[config.mk]
export PLATFORM = sky130hd
export DESIGN_NAME = mem_ctrl
export DESIGN_NICKNAME = d
export VERILOG_FILES = /design/src/rtl/mem_ctrl.sv
export SDC_FILE = /design/constraint.sdc
export NUM_CORES = 1
export LEC_CHECK = 0
export BUFFER_PORTS_ARGS = -buffer_cell sky130_fd_sc_hd__buf_4
export CAP_MARGIN = 30
export CELL_PAD_IN_SITES_DETAIL_PLACEMENT = 1
export CELL_PAD_IN_SITES_GLOBAL_PLACEMENT = 2
export CORE_MARGIN = 8
export CORE_UTILIZATION = 27
export CTS_BUF_LIST = sky130_fd_sc_hd__clkbuf_16
export DETAILED_ROUTE_END_ITERATION = 6
export PLACE_DENSITY_LB_ADDON = 0.3
export SYNTH_ARGS = -nofsm -noshare
export SYNTH_HDL_FRONTEND = slang
export SYNTH_SLANG_ARGS = --single-unit
export TNS_END_PERCENT = 100
[constraint.sdc]
create_clock -name clk_in -period 3.9 [get_ports clk_in]
set_input_delay 0.585 -clock clk_in [delete_from_list [all_inputs] [get_ports clk_in]]
set_output_delay 0.585 -clock clk_in [all_outputs]
set_load 0.05 [all_outputs]
[src/rtl/mem_ctrl.sv]
// Byte-wide unified RAM port controller. Arbitrates between instruction fetch and the MEM stage,
// splits each access into single-byte RAM cycles and rebuilds little-endian words.
module mem_ctrl #(
  parameter int unsigned ADDR_W      = 32,
  parameter logic [1:0]  IO_ADDR_TAG = 2'b11
) (
  input  logic              clk_in,
  input  logic              rst_in,
  input  logic              rdy_in,
  input  logic              if_read_or_not,
  input  logic [ADDR_W-1:0] if_intru_addr,
  input  logic              if_flush,
  input  logic              mem_rd_req,
  input  logic              mem_wr_req,
  input  logic [ADDR_W-1:0] mem_addr,
  input  logic [31:0]       mem_wdata,
  input  logic [2:0]        mem_len,
  input  logic              io_buffer_full,
  input  logic [7:0]        mem_din,
  output logic [7:0]        mem_dout,
  output logic [ADDR_W-1:0] mem_a,
  output logic              mem_wr,
  output logic [1:0]        mem_ctrl_busy_state,
  output logic              if_load_done,
  output logic [31:0]       mem_ctrl_read_in,
  output logic              mem_load_done,
  output logic [31:0]       mem_rdata
);

  localparam logic [2:0] StIdle  = 3'd0;
  localparam logic [2:0] StIfRd  = 3'd1;
  localparam logic [2:0] StMemRd = 3'd2;
  localparam logic [2:0] StMemWr = 3'd3;
  localparam logic [2:0] StDone  = 3'd4;

  logic [2:0]        state_q, state_d;
  logic [2:0]        cnt_q, cnt_d;
  logic [2:0]        len_q, len_d;
  logic [ADDR_W-1:0] addr_q, addr_d;
  logic [31:0]       wdata_q, wdata_d;
  logic [31:0]       data_q, data_d;
  logic              is_if_q, is_if_d;

  logic [ADDR_W-1:0] cur_addr;
  logic              is_rd, is_wr, io_stall;
  logic [7:0]        wr_byte;

  // Unsupported lengths fall back to a full word.
  function automatic logic [2:0] len_bytes(input logic [2:0] l);
    case (l)
      3'd1:    return 3'd1;
      3'd2:    return 3'd2;
      default: return 3'd4;
    endcase
  endfunction

  assign cur_addr = addr_q + ADDR_W'(cnt_q);
  assign is_rd    = (state_q == StIfRd) || (state_q == StMemRd);
  assign is_wr    = (state_q == StMemWr);
  assign io_stall = is_wr && (cur_addr[17:16] == IO_ADDR_TAG) && io_buffer_full;

  // Select the store byte for the current byte cycle.
  always_comb begin
    wr_byte = 8'h00;
    case (cnt_q[1:0])
      2'd0: wr_byte = wdata_q[7:0];
      2'd1: wr_byte = wdata_q[15:8];
      2'd2: wr_byte = wdata_q[23:16];
      2'd3: wr_byte = wdata_q[31:24];
      default: wr_byte = 8'h00;
    endcase
  end

  // Next-state: arbitration in idle, byte sequencing, flush abort and completion.
  always_comb begin
    state_d = state_q;
    cnt_d   = cnt_q;
    len_d   = len_q;
    addr_d  = addr_q;
    wdata_d = wdata_q;
    data_d  = data_q;
    is_if_d = is_if_q;
    case (state_q)
      StIdle: begin
        if (mem_wr_req || mem_rd_req) begin
          addr_d  = mem_addr;
          len_d   = len_bytes(mem_len);
          wdata_d = mem_wdata;
          is_if_d = 1'b0;
          cnt_d   = 3'd0;
          data_d  = 32'h0;
          state_d = mem_wr_req ? StMemWr : StMemRd;
        end else if (if_read_or_not && !if_flush) begin
          addr_d  = if_intru_addr;
          len_d   = 3'd4;
          is_if_d = 1'b1;
          cnt_d   = 3'd0;
          data_d  = 32'h0;
          state_d = StIfRd;
        end
      end
      StIfRd, StMemRd: begin
        // RAM returns the byte addressed in the previous cycle.
        case (cnt_q)
          3'd1:    data_d[7:0]   = mem_din;
          3'd2:    data_d[15:8]  = mem_din;
          3'd3:    data_d[23:16] = mem_din;
          3'd4:    data_d[31:24] = mem_din;
          default: ;
        endcase
        if (cnt_q == len_q) state_d = StDone;
        else cnt_d = cnt_q + 3'd1;
        if (state_q == StIfRd && if_flush) state_d = StIdle;
      end
      StMemWr: begin
        if (!io_stall) begin
          if (cnt_q == len_q - 3'd1) state_d = StDone;
          else cnt_d = cnt_q + 3'd1;
        end
      end
      StDone:  state_d = StIdle;
      default: state_d = StIdle;
    endcase
  end

  // State registers; everything holds while rdy_in is low.
  always_ff @(posedge clk_in) begin
    if (rst_in) begin
      state_q <= StIdle;
      cnt_q   <= 3'd0;
      len_q   <= 3'd0;
      addr_q  <= '0;
      wdata_q <= 32'h0;
      data_q  <= 32'h0;
      is_if_q <= 1'b0;
    end else if (rdy_in) begin
      state_q <= state_d;
      cnt_q   <= cnt_d;
      len_q   <= len_d;
      addr_q  <= addr_d;
      wdata_q <= wdata_d;
      data_q  <= data_d;
      is_if_q <= is_if_d;
    end
  end

  assign mem_a    = (is_rd || is_wr) ? cur_addr : '0;
  assign mem_dout = is_wr ? wr_byte : 8'h00;
  assign mem_wr   = rdy_in && is_wr && !io_stall;

  assign mem_ctrl_busy_state = {(state_q != StIdle) && !is_if_q, (state_q != StIdle) && is_if_q};

  // Done pulses only on an advancing cycle; a flush in DONE suppresses the IF pulse.
  assign if_load_done  = rdy_in && (state_q == StDone) && is_if_q && !if_flush;
  assign mem_load_done = rdy_in && (state_q == StDone) && !is_if_q;

  assign mem_ctrl_read_in = data_q;
  assign mem_rdata        = data_q;

endmodule
==> flow_summary.json <==
{
  "synth.most_common_cell": "nor2_1",
  "start_util_pct": 27.41,
  "finalNonFillerCells": 1179,
  "routed_via_density": 4.801,
  "cellLeakagePower_nw": 3.173,
  "use_met2_pct": 26.34,
  "syn-num-nets": 866,
  "synth_async_sr_flop_share_pct": 0,
  "ff2ff_path_depth": 9,
  "die_w_um": 161.8,
  "core_area_sq_um": 20960,
  "dieArea_sq_um": 26190,
  "min_to": "wdata_q[24]",
  "fmax_mhz": 270.5,
  "worstHoldStart": "wdata_q[24]",
  "drive_gt1_share_pct": 29.65,
  "crit_required_ns": 3.31,
  "vias": 5660,
  "yosys.area.top_type": "dfxtp_1",
  "syn-cell-area_sq_um": 5743,
  "final_net_count": 1025,
  "r2r-end": "state_q[0]",
  "peakVddDrop_mv": 0.1653,
  "post-route-period-util_pct": 94.79,
  "grt_max_degree": 70,
  "antenna_found_initial": 0,
  "grt.total_usage_pct": 15.40,
  "holdPathStages": 2,
  "hold_violations": 0,
  "cts_setup_buffers": 0,
  "cts_root_buffer": "clkbuf_16",
  "clock_skew_ns": 0.007711,
  "synth-seq-area-share_pct": 36.95,
  "holdBufCountCts": 0,
  "ant_nets": 0,
  "worstHoldPathType": "reg -> reg",
  "synth-seq-cells": 106,
  "met3_usage_pct": 6.429,
  "synth_edf_count": 0,
  "end_kind": "output port",
  "status": "finished, final reports clean",
  "clk_latency_ns": 0.35,
  "max-cap-violations": 0,
  "dpl.cell_count": 1163,
  "overflow": 0,
  "grt.busiest_layer": "met2",
  "rows": 53,
  "netlist_top_cells_area": "dfxtp_1 (37%), nor2_1 (8.2%), nand2_1 (7.1%), mux2i_1 (6.1%), a311oi_1 (4.9%)",
  "period_minus_slack_ns": 3.697,
  "setup_viol": 0,
  "r2r_start": "cnt_q[0]",
  "crit_chain": "ha_1, inv_1, fa_1, nor2b_2, o211ai_1, or4_1, a221o_2, and3_1, buf_4",
  "path_class": "reg -> out",
  "synth_top_area_share_pct": 36.95,
  "synthCells": 740,
  "yosysUniqueCellTypes": 48,
  "avgSynthCellArea_sq_um": 7.761,
  "synth_commonest_cells": "nor2_1 (126), nand2_1 (108), dfxtp_1 (106), a21oi_1 (55), clkbuf_1 (49)",
  "io_buffers": 223,
  "routed_wl_um": 20620,
  "cpPeakStageDelay_ns": 0.58,
  "start_kind": "flop",
  "firstDrtPassIters": 5,
  "worstMarginPinSlew_ns": 0.9182,
  "cts_resized": 0,
  "gp_congestion": 0.7437,
  "cts.clk_slew.worst_paths_ns": 0.08,
  "routedWlPerCell_um": 17.49,
  "cts_max_level": 3,
  "route.detailed.drc": 0,
  "hpwl_um": 15590,
  "clock_sinks": 106,
  "finalInstanceArea_sq_um": 7720,
  "maxSlewViolCount": 0,
  "grtUsageMet1_pct": 17.35,
  "cts_tree": "done",
  "critPathSlowestCell": "or4_1",
  "synth_flop_cell": "dfxtp_1",
  "path_max_fanout": 6,
  "grt_pass1_wl_um": 32600,
  "rrSetupSlack_ns": 1.11,
  "powerDensity_nw_per_um2": 404.4,
  "drtIter0Drc": 164,
  "maxSlewHeadroom_pct": 38.72,
  "cts_buffer_depth": 2,
  "cts_inserted_buffers": 9,
  "fp.dieH_um": 161.8,
  "grt_pass1_vias": 6026,
  "placed_cell_area_sq_um": 7413,
  "synth_warnings": 0,
  "cp.arrival_ns": 3.11,
  "setup_tns_ns": 0,
  "synthToLayoutAreaGrowth_pct": 34.42,
  "n_antenna_cell": 0,
  "rsz0062_at_grt": "no",
  "io_pins": 224
}
## power breakdown
part,total [mW],switching (mW),internal (mW)
clock network,0.954,0.450,0.504
registers,1.27,0.0962,1.18
logic,0.897,0.573,0.324
total,3.12,1.12,2.00
## critical path, delay by kind of cell, from the launching register on
family,cells,cell delay (ns)
AO/OA/AOI/OAI,2,0.56
buffers and inverters,2,0.24
flip-flops,1,0.39
AND/OR/NAND/NOR,3,0.98
adder cells (fa/ha/maj),2,0.58
## stage by stage
step	setup slack [ns]	utilization [%]	total power, mW	hold slack [ns]
4_1_cts	0.02389	36.82	3.186	0.4587
3_5_place_dp	0.4108	35.38	2.212	0.4478
2_1_floorplan	0.3950	-	1.898	0.4357
6_report	0.2032	36.84	3.122	0.4561
5_1_grt	0.03235	36.84	3.301	0.4662
3_3_place_gp	0.5026	35.38	2.202	0.4440
## registers in the layout (all words and copies together) (netlist names)
register and count:
addr_q 32, cnt_q 3, is_if_q 1, len_q 3, mem_ctrl_read_in 32, state_q 3, wdata_q 32
## worst max path at each step
stage	startpoint	endpoint	cells after the start
floorplan	cnt_q[0]	mem_a[20]	9
global placement	cnt_q[0]	mem_wr	9
detailed placement	cnt_q[0]	mem_wr	9
CTS	cnt_q[0]	mem_wr	9
global route	cnt_q[0]	mem_wr	9
finish	cnt_q[0]	mem_wr	9
## final cells by class
type,instances,area (sq um)
Sequential cell,106,2123
Inverter,12,45.04
Timing Repair Buffer,231,1734
Clock buffer,9,225.2
Fill cell,2596,13240
Tap cell,275,344.1
Multi-Input combinational cell,539,3171
Clock inverter,7,77.57
## kinds of logic after synthesis
logic type	Yosys count	synth area share [%]
simple gates	310	23.79
compound gates	151	17.19
flops	106	36.95
buf+inv	95	8.322
mux	35	6.100
xor+xnor	32	5.120
fa+ha+maj	11	2.527
## metal layers
layer / up-vias / routed length, um
met3: 11 / 1862
met1: 2669 / 8838
met5: - / 0
met2: 140 / 9727
li1: 2840 / -
met4: 0 / 189
## placed cells by master (no fill, tap or decap), types with 4 or more instances in the layout
master     instances
a21oi_1           54
a222oi_1           8
a311oi_1          32
and2_1             9
buf_4            231
clkbuf_16          9
dfxtp_1          105
ha_1              10
inv_1             12
mux2i_1           35
nand2_1          108
nand3_1           12
nand4_1           10
nor2_1           124
nor2_2             4
nor3_1             9
nor4_1             5
o21ai_0           42
or2_2              5
xnor2_1           18
xor2_1            13
Note: power is estimated with default switching activity, not from simulation.
